<file path="src/rtl/hazard_stall_unit_pkg.sv">
// Shared pipeline constants for the ID-stage hazard logic: opcodes, register width
// and the stall FSM state encoding.
package hazard_stall_unit_pkg;

    localparam int REG_W = 5;

    localparam logic [5:0] OP_RTYPE = 6'h00;
    localparam logic [5:0] OP_J     = 6'h02;
    localparam logic [5:0] OP_JAL   = 6'h03;
    localparam logic [5:0] OP_BEQ   = 6'h04;
    localparam logic [5:0] OP_BNE   = 6'h05;
    localparam logic [5:0] OP_LUI   = 6'h0F;
    localparam logic [5:0] OP_SW    = 6'h2B;
    localparam logic [5:0] OP_LW    = 6'h23;

    localparam logic [5:0] FUNCT_JR = 6'h08;

    typedef enum logic {
        HZ_IDLE  = 1'b0,
        HZ_STALL = 1'b1
    } hz_state_e;

endpackage

</file>
<file path="src/rtl/hazard_stall_unit_decode.sv">
// Combinational operand-usage decode of the IF/ID instruction; shared with the
// forwarding unit so both agree on which fields are real sources.
module hazard_decode
    import hazard_stall_unit_pkg::*;
#(
    parameter int REG_W = hazard_stall_unit_pkg::REG_W
) (
    input  logic [31:0]      instr,
    output logic             uses_rs,
    output logic             uses_rt,
    output logic             id_branch,
    output logic [REG_W-1:0] rs,
    output logic [REG_W-1:0] rt
);

    logic [5:0] op;
    logic [5:0] funct;
    logic       unused_bits;

    always_comb begin
        op    = instr[31:26];
        funct = instr[5:0];
        rs    = REG_W'(instr[25:21]);
        rt    = REG_W'(instr[20:16]);

        uses_rs   = !(op == OP_J || op == OP_JAL || op == OP_LUI);
        // rt is a destination for loads and immediates, so only these read it
        uses_rt   = (op == OP_RTYPE) || (op == OP_BEQ) || (op == OP_BNE) || (op == OP_SW);
        id_branch = (op == OP_BEQ) || (op == OP_BNE) || (op == OP_RTYPE && funct == FUNCT_JR);
    end

    assign unused_bits = ^instr[15:6];

endmodule

</file>
<file path="src/rtl/hazard_stall_unit.sv">
// ID-stage hazard detector: stalls PC/IF/ID and bubbles ID/EX on load-use and
// branch-operand hazards, flushes IF/ID on taken branches. HAZARD_STATS_EN adds a stall counter.
module hazard_stall_unit
    import hazard_stall_unit_pkg::*;
#(
    parameter int REG_W   = hazard_stall_unit_pkg::REG_W,
    parameter int STATS_W = 32
) (
    input  logic               CLOCK,
    input  logic               RESET_N,
    input  logic [31:0]        Instruction_IN,
    input  logic               IDEX_MemRead,
    input  logic               IDEX_RegWrite,
    input  logic [REG_W-1:0]   IDEX_RegD,
    input  logic               EXMEM_MemRead,
    input  logic [REG_W-1:0]   EXMEM_RegD,
    input  logic               Branch_Taken,
    output logic               PC_Write,
    output logic               IFID_Write,
    output logic               IDEX_Bubble,
    output logic               IFID_Flush,
    output logic [STATS_W-1:0] Stall_Cycles
);

    logic             uses_rs, uses_rt, id_branch;
    logic [REG_W-1:0] rs, rt;

    hazard_decode #(.REG_W(REG_W)) u_decode (
        .instr     (Instruction_IN),
        .uses_rs   (uses_rs),
        .uses_rt   (uses_rt),
        .id_branch (id_branch),
        .rs        (rs),
        .rt        (rt)
    );

    logic      idex_match, exmem_match;
    logic      h1_load_use, h2_br_alu, h3_br_load_ex, h4_br_load_mem, hazard;
    logic      stall;
    hz_state_e state_q, state_d;
    logic      rem_q, rem_d;

    always_comb begin
        idex_match  = (IDEX_RegD != '0) &&
                      ((uses_rs && rs == IDEX_RegD) || (uses_rt && rt == IDEX_RegD));
        exmem_match = (EXMEM_RegD != '0) &&
                      ((uses_rs && rs == EXMEM_RegD) || (uses_rt && rt == EXMEM_RegD));

        h1_load_use    = IDEX_MemRead && idex_match;
        h2_br_alu      = id_branch && IDEX_RegWrite && !IDEX_MemRead && idex_match;
        h3_br_load_ex  = id_branch && IDEX_MemRead && idex_match;
        h4_br_load_mem = id_branch && EXMEM_MemRead && exmem_match;
        hazard         = h1_load_use || h2_br_alu || h3_br_load_ex || h4_br_load_mem;
    end

    always_comb begin
        state_d = state_q;
        rem_d   = rem_q;
        stall   = 1'b0;
        unique case (state_q)
            HZ_IDLE: begin
                stall = hazard;
                // Single-cycle hazards are cleared by the bubble; only the EX-stage
                // load feeding a branch needs a second cycle.
                if (h3_br_load_ex) begin
                    state_d = HZ_STALL;
                    rem_d   = 1'b1;
                end
            end
            HZ_STALL: begin
                stall = 1'b1;
                rem_d = rem_q - 1'b1;
                if (rem_q == 1'b1) state_d = HZ_IDLE;
            end
            default: begin
                state_d = HZ_IDLE;
                rem_d   = 1'b0;
            end
        endcase
    end

    always_ff @(posedge CLOCK or negedge RESET_N) begin
        if (!RESET_N) begin
            state_q <= HZ_IDLE;
            rem_q   <= 1'b0;
        end else begin
            state_q <= state_d;
            rem_q   <= rem_d;
        end
    end

    // Reset gating keeps an undefined instruction word from reaching the outputs.
    always_comb begin
        PC_Write    = 1'b0;
        IFID_Write  = 1'b0;
        IDEX_Bubble = 1'b1;
        IFID_Flush  = 1'b0;
        if (RESET_N) begin
            PC_Write    = !stall;
            IFID_Write  = !stall;
            IDEX_Bubble = stall;
            IFID_Flush  = Branch_Taken && !stall;
        end
    end

`ifdef HAZARD_STATS_EN
    logic [STATS_W-1:0] stall_cycles_q, stall_cycles_d;

    always_comb begin
        stall_cycles_d = stall_cycles_q;
        if (stall && !(&stall_cycles_q)) stall_cycles_d = stall_cycles_q + 1'b1;
    end

    always_ff @(posedge CLOCK or negedge RESET_N) begin
        if (!RESET_N) stall_cycles_q <= '0;
        else          stall_cycles_q <= stall_cycles_d;
    end

    assign Stall_Cycles = stall_cycles_q;
`else
    assign Stall_Cycles = {STATS_W{1'b0}};
`endif

endmodule
</file>
<file path="config.mk">
export PLATFORM = sky130hd
export DESIGN_NAME = hazard_stall_unit
export DESIGN_NICKNAME = d
export VERILOG_FILES = /design/src/rtl/hazard_stall_unit_pkg.sv /design/src/rtl/hazard_stall_unit_decode.sv /design/src/rtl/hazard_stall_unit.sv
export SDC_FILE = /design/constraint.sdc
export NUM_CORES = 1
export LEC_CHECK = 0
export ABC_AREA = 0
export CORE_UTILIZATION = 30
export DETAILED_ROUTE_END_ITERATION = 12
export HOLD_SLACK_MARGIN = 0.1
export MAX_ROUTING_LAYER = met4
export PLACE_DENSITY = 0.84
export SLEW_MARGIN = 0
export SYNTH_ARGS = -nofsm -noshare
export SYNTH_HDL_FRONTEND = slang
export SYNTH_SLANG_ARGS = --single-unit
</file>
<file path="constraint.sdc">
create_clock -name CLOCK -period 4 [get_ports CLOCK]
set_clock_uncertainty 0.2 [all_clocks]
set_input_delay 0.4 -clock CLOCK [delete_from_list [all_inputs] [get_ports CLOCK]]
set_output_delay 0.4 -clock CLOCK [all_outputs]
set_load 0.05 [all_outputs]
</file>
# ---- Word level (Yosys, flattened, before mapping)
# Index checks and enable logic that the tools add are counted.
dict set report totals {
  output_inout_bits 36
  inputBits 48
  wordCells 59
  register_bits 2
}
dict set report op_classes {
  addsub 1
  n_eq_ne 12
  n_reduce_logical 34
  n_bitwise 1
  muxes 9
}
# operator n
set ops {}
lappend ops {{== test 5 bit} 4}
lappend ops {{logical AND 1 bit} 16}
lappend ops {{== test 6 x 2 -> 1 bit, second input constant} 2}
lappend ops {{== test 6 x 3 -> 1 bit, second input constant} 2}
lappend ops {{== test 6 x 4 -> 1 bit, second input constant} 2}
lappend ops {{logical OR 1 bit} 12}
lappend ops {{nonzero test 5 bit} 2}
lappend ops {{== test 6 bit, second input constant} 1}
lappend ops {{zero test 6 bit} 1}
lappend ops {{two-way mux 1 bit} 6}
lappend ops {{one-hot mux 1 bit (2 select lines)} 3}
lappend ops {{zero test 1 bit} 3}
lappend ops {{!= test 2 bit, second input constant} 1}
lappend ops {{NOT 1 bit} 1}
lappend ops {{subtractor 1 bit, second input constant} 1}

# ---- Depth between registers and ports, before layout
# Gate-level depths: netlist of the first run.
dict set report depth {
  ltp_word 15
  mapped_depth 6
  ltp_nobuf 5
}

# ---- Hierarchy
# From an unflattened synthesis of the first run, not the netlist that was laid out.
dict set report unflattened {
  cells_unflattened 108
  hier_area_um2 804.5
}
# module seq_area_each_um2 cells_each area_per_inst_um2 instances
set by_module_without_submodules {}
lappend by_module_without_submodules {hazard_stall_unit 50.0 84 639.4 1}
lappend by_module_without_submodules {hazard_decode 0.0 24 165.2 1}

# ---- Worst setup path after synthesis of the first run
# OpenSTA, ideal clock, no wires.
dict set report synth_path {
  path_kind {input to output}
  from {input port Instruction_IN[28]}
  to {output port IDEX_Bubble}
  required_time_ns 3.400
  cell_stages 5
  n_path_buf 0
  setup_slack_ns 1.404
  t_arrival_ns 1.996
  path_cell_list {and3_4 -> o211a_4 -> nor4_4 -> nor2_2 -> o211ai_1}
}
dict set report synth_via {
  elab_chain_len 13
  word_cells_on_any_way 37
  cone_classes {eq/ne (6); mux (2); reduce/logical (29)}
}
# element line_no
set synth_lines {}
lappend synth_lines {{from (decl)} hazard_stall_unit.sv:11} ;# input logic [31:0] Instruction_IN,
lappend synth_lines {{== test 6 x 2 -> 1 bit, or another cell as far along} hazard_stall_unit_decode.sv:26} ;# uses_rs = !(op == OP_J || op == OP_JAL || op == OP_LUI);
lappend synth_lines {{logical OR 1 bit (on tied branches) (2 in series)} {hazard_stall_unit_decode.sv:26, hazard_stall_unit_decode.sv:28}}
lappend synth_lines {{zero test 1 bit or logical OR 1 bit (tied branches)} {hazard_stall_unit_decode.sv:26, hazard_stall_unit_decode.sv:28}}
lappend synth_lines {{logical AND 1 bit} hazard_stall_unit.sv:45} ;# ((uses_rs && rs == IDEX_RegD) || (uses_rt && rt == IDEX_RegD));
lappend synth_lines {{logical OR 1 bit} hazard_stall_unit.sv:45}
lappend synth_lines {{logical AND 1 bit} hazard_stall_unit.sv:44} ;# idex_match = (IDEX_RegD != '0) &&
lappend synth_lines {{logical AND 1 bit (on tied branches)} {hazard_stall_unit.sv:49, hazard_stall_unit.sv:50}}
lappend synth_lines {{logical OR 1 bit (2 in series)} hazard_stall_unit.sv:53} ;# hazard = h1_load_use || h2_br_alu || h3_br_load_ex || h4_br_load_mem;
lappend synth_lines {{logical OR 1 bit *} hazard_stall_unit.sv:53}
lappend synth_lines {{one-hot mux 1 bit (2 select lines) *} hazard_stall_unit.sv:60} ;# unique case (state_q)
lappend synth_lines {{two-way mux 1 bit *} hazard_stall_unit.sv:98} ;# if (RESET_N) begin
lappend synth_lines {{to (decl)} hazard_stall_unit.sv:20} ;# output logic IDEX_Bubble,
# Mark *: on every way between the ends. The rest lies on a longest branch, timed or not.

# ---- Worst setup path after layout of the first run
dict set report layout_path {
  from {input port Instruction_IN[31]}
  to {output port IDEX_Bubble}
}
# Same word-level chain as after synthesis.

==> results.yml, run 1 <==
timing:
  min_period_ps: 3458
  setup_violations: 0
  fin_crit_sh_pct: 86.45
  finalHoldViolCount: 0
  tns_ps: 0
  tightestPinTransition_ps: 587.8
  slew_violations: 0
  fin_ws_ps: 542.1
  max_slew_margin_pct: 60.45
  fmax_ghz: 0.2892
  rsz0062_at_grt: "false"
setup_path:
  critPathLaunchType: "input pin"
  cp_slowest_cell: "clkdlybuf4s50_1"
  cp.arrival_ps: 2860
  cpPeakStageDelay_ps: 830
  critPathKind: "input pin to output pin"
  worstPathMaxFanout: 4
  critPathRequiredTime_ps: 3400
  critPathCaptureType: "output pin"
  path_cells: "clkdlybuf4s50_1, nor4_1, o211ai_1, nor2_1, o21ai_0, o211ai_1, clkdlybuf4s50_1"
floorplan:
  die-area_um2: 2758
  die_x_um: 52.52
  rows: 17
  die_h_um: 52.52
  top_level_ports: 84
  floorplan.initialDensity_pct: 33.03
  core_area_um2: 2318
synthesis:
  synth_top_area_share_pct: 32.35
  syn_avg_cell_area_um2: 7.976
  synthArstFlopShare_pct: 100.0
  netlist_area_um2: 765.7
  synth_area_leaders: "buf_4, xnor2_1, dfrtp_1"
  yosysSeqAreaShare_pct: 6.536
  synth_cell_types: 32
  syn_inst: 96
  synthTopCellsByCount: "buf_4, xnor2_1, nor2_1, xor2_1"
  yosys_warnings: 0
  synth_ff_type: "dfrtp_1"
  netlist.top_cell.by_area: "buf_4"
  post-synth-top-count-cell: "buf_4"
  ys_ff_latch: 2
  synth-edff-count: 0
pwr:
  power_frac_seq_pct: 9.4
  p_leak_nw: 0.4338
  peakVddDrop_v: 0.00008813
  pwr-share-comb_pct: 71.2
  pwr-share-clk_pct: 19.4
  pwr_density_cell_nw_per_um2: 203.7
  intPower_w: 0.0001088
  p_switching_w: 0.0001158
  swShare_pct: 51.54
global_route:
  grt_max_degree: 6
  antenna_found_initial: 0
  grt_pass1_vias: 680
  grt_pass1_wl_um: 2794
  grt_use_total_pct: 13.91
  grt-ovfl-total: 0
drt:
  wire_per_inst_um: 11.19
  post_drt_via_cell_ratio: 4.398
  drt_first_pass_iters: 3
  drt_iter0_markers: 3
  via_count: 730
  drt-total-wl_um: 1858
  antenna_left: 0
  drc: 0
clocking:
  cts_made_buffers: 3
  cts_setup_buffers: 0
  tritoncts: "done"
  cts_max_path_buffers: 2
  ctsResizeCount: 0
  insertion_delay_ps: 220
  htreeDepth: 1
  postCtsHoldBufs: 0
  clock_sinks: 2
  cts_root_buf: "clkbuf_4"
  path_clk_slew_ps: 30
final_layout:
  area_growth_pct: 43.95
  num-nets-final: 188
  antenna_cells: 0
  drive_above_1_share_pct: 6.522
placed_design:
  port_buffers: 41
  dp_hpwl_um: 1649
  dp_slack_ps: 522.0
  gp_congestion: 0.6972
min_path:
  hp-class: "input pin to asynchronous set/reset pin"
run_status:
  status: "completed"
job:
  maxCapViolCount: 0
worst max-delay path, delay by kind of cell:
family	cells	cell delay (ps)
AND/OR/NAND/NOR	2	690
AO/OA/AOI/OAI	3	480
buffers and inverters	2	1300
routing by layer:
| layer | vias to the layer above | global-route usage, % | part of all wire [%] |
|---|---|---|---|
| met5 | - | - | 0 |
| met4 | 0 | 5.702 | 0 |
| met3 | 0 | 1.739 | 7.8 |
| met2 | 41 | 25.95 | 52 |
| met1 | 332 | 14.53 | 40 |
| li1 | 357 | - | - |
placed cells by master, fill, tap and decap left out:
cell type / Yosys / layout
nor4b_1: 2 / 2
a21oi_1: 2 / 2
conb_1: 1 / 32
and3_4: 1 / 1
or4_1: 1 / 1
nand2_1: 1 / 1
a31oi_1: 1 / 1
nand2b_1: 1 / 1
o211a_4: 1 / 1
clkbuf_4: 0 / 3
o2111a_1: 1 / 1
mux2i_1: 1 / 1
nor4_1: 2 / 2
o21ai_0: 1 / 1
nor2_2: 1 / 1
nor4_4: 1 / 1
xnor2_1: 15 / 15
nor2_1: 5 / 5
dfrtp_1: 2 / 2
o211ai_1: 2 / 2
a2bb2oi_1: 1 / 1
and2_1: 1 / 1
nor2b_1: 1 / 1
xor2_1: 5 / 5
o2111ai_1: 1 / 1
nor2_4: 1 / 1
clkdlybuf4s50_1: 0 / 41
nand3_1: 3 / 3
nor3_1: 3 / 3
or4_4: 1 / 1
o211a_1: 1 / 1
nand4_1: 2 / 2
inv_1: 1 / 1
kinds of logic (layout without fill, tap and decap cells):
logic type | count (synthesis) | in the layout | share of synthesized area [%]
AO/OA/AOI/OAI | 11 | 11 | 12.09
XOR/XNOR | 20 | 20 | 22.88
buffers and inverters | 34 | 45 | 32.84
flip-flops | 2 | 2 | 6.536
multiplexers | 1 | 1 | 1.307
other | 1 | 32 | 0.4897
AND/OR/NAND/NOR | 27 | 27 | 23.86
per-stage QoR:
step	hold WS [ps]	util, %	std cells	instance area, um2	total power (W)
after floorplan	-95.59	-	127	882.1	0.0001507
after global placement	256.4	46.57	163	1080	0.0001781
after detailed placement	278.4	46.57	163	1080	0.0001805
after CTS	148.1	47.54	166	1102	0.0002271
after global routing	158.6	47.54	166	1102	0.0002372
final	154.1	47.54	166	1102	0.0002246
worst paths after layout:
path                               startpoint          end  slack [ps]  cells after the start
min in group CLOCK                      rem_q      state_q         280                      1
max reg2reg                           state_q        rem_q        3070                      2
min                                   RESET_N        rem_q         150                      1
max in group asynchronous             RESET_N      state_q        3310                      1
max                        Instruction_IN[31]  IDEX_Bubble         540                      7
min reg2reg                             rem_q      state_q         280                      1
state kept, by name, summed over array words and instances, names as in the netlist:
name / count
state_q: 1
rem_q: 1
power by group through the flow:
stage	clock [W]	combinational (W)	sequential (W)
after floorplan	0	0.000130	0.0000212
after global placement	0	0.000157	0.0000212
after detailed placement	0	0.000159	0.0000213
after CTS	0.0000464	0.000160	0.0000211
after global routing	0.0000476	0.000168	0.0000211
final	0.0000436	0.000160	0.0000211
layout make-up:
type	count	area, um2
clock buffers	3	22.52
fillers	225	1216
inverters	1	3.754
multi-input cells	91	580.6
flip-flops and latches	2	50.05
well taps	28	35.03
repair buffers	41	410.4
Power figures use the tool's default switching activity.
==> run 2: changes to the inputs <==
--- a/config.mk
+++ b/config.mk
@@ -8,7 +8,6 @@
 export ABC_AREA = 0
 export CORE_UTILIZATION = 30
 export DETAILED_ROUTE_END_ITERATION = 12
-export HOLD_SLACK_MARGIN = 0.1
 export MAX_ROUTING_LAYER = met4
 export PLACE_DENSITY = 0.84
 export SLEW_MARGIN = 0
==> results of run 2 <==
Final layout, timing and power as in run 1 (identical DEF).
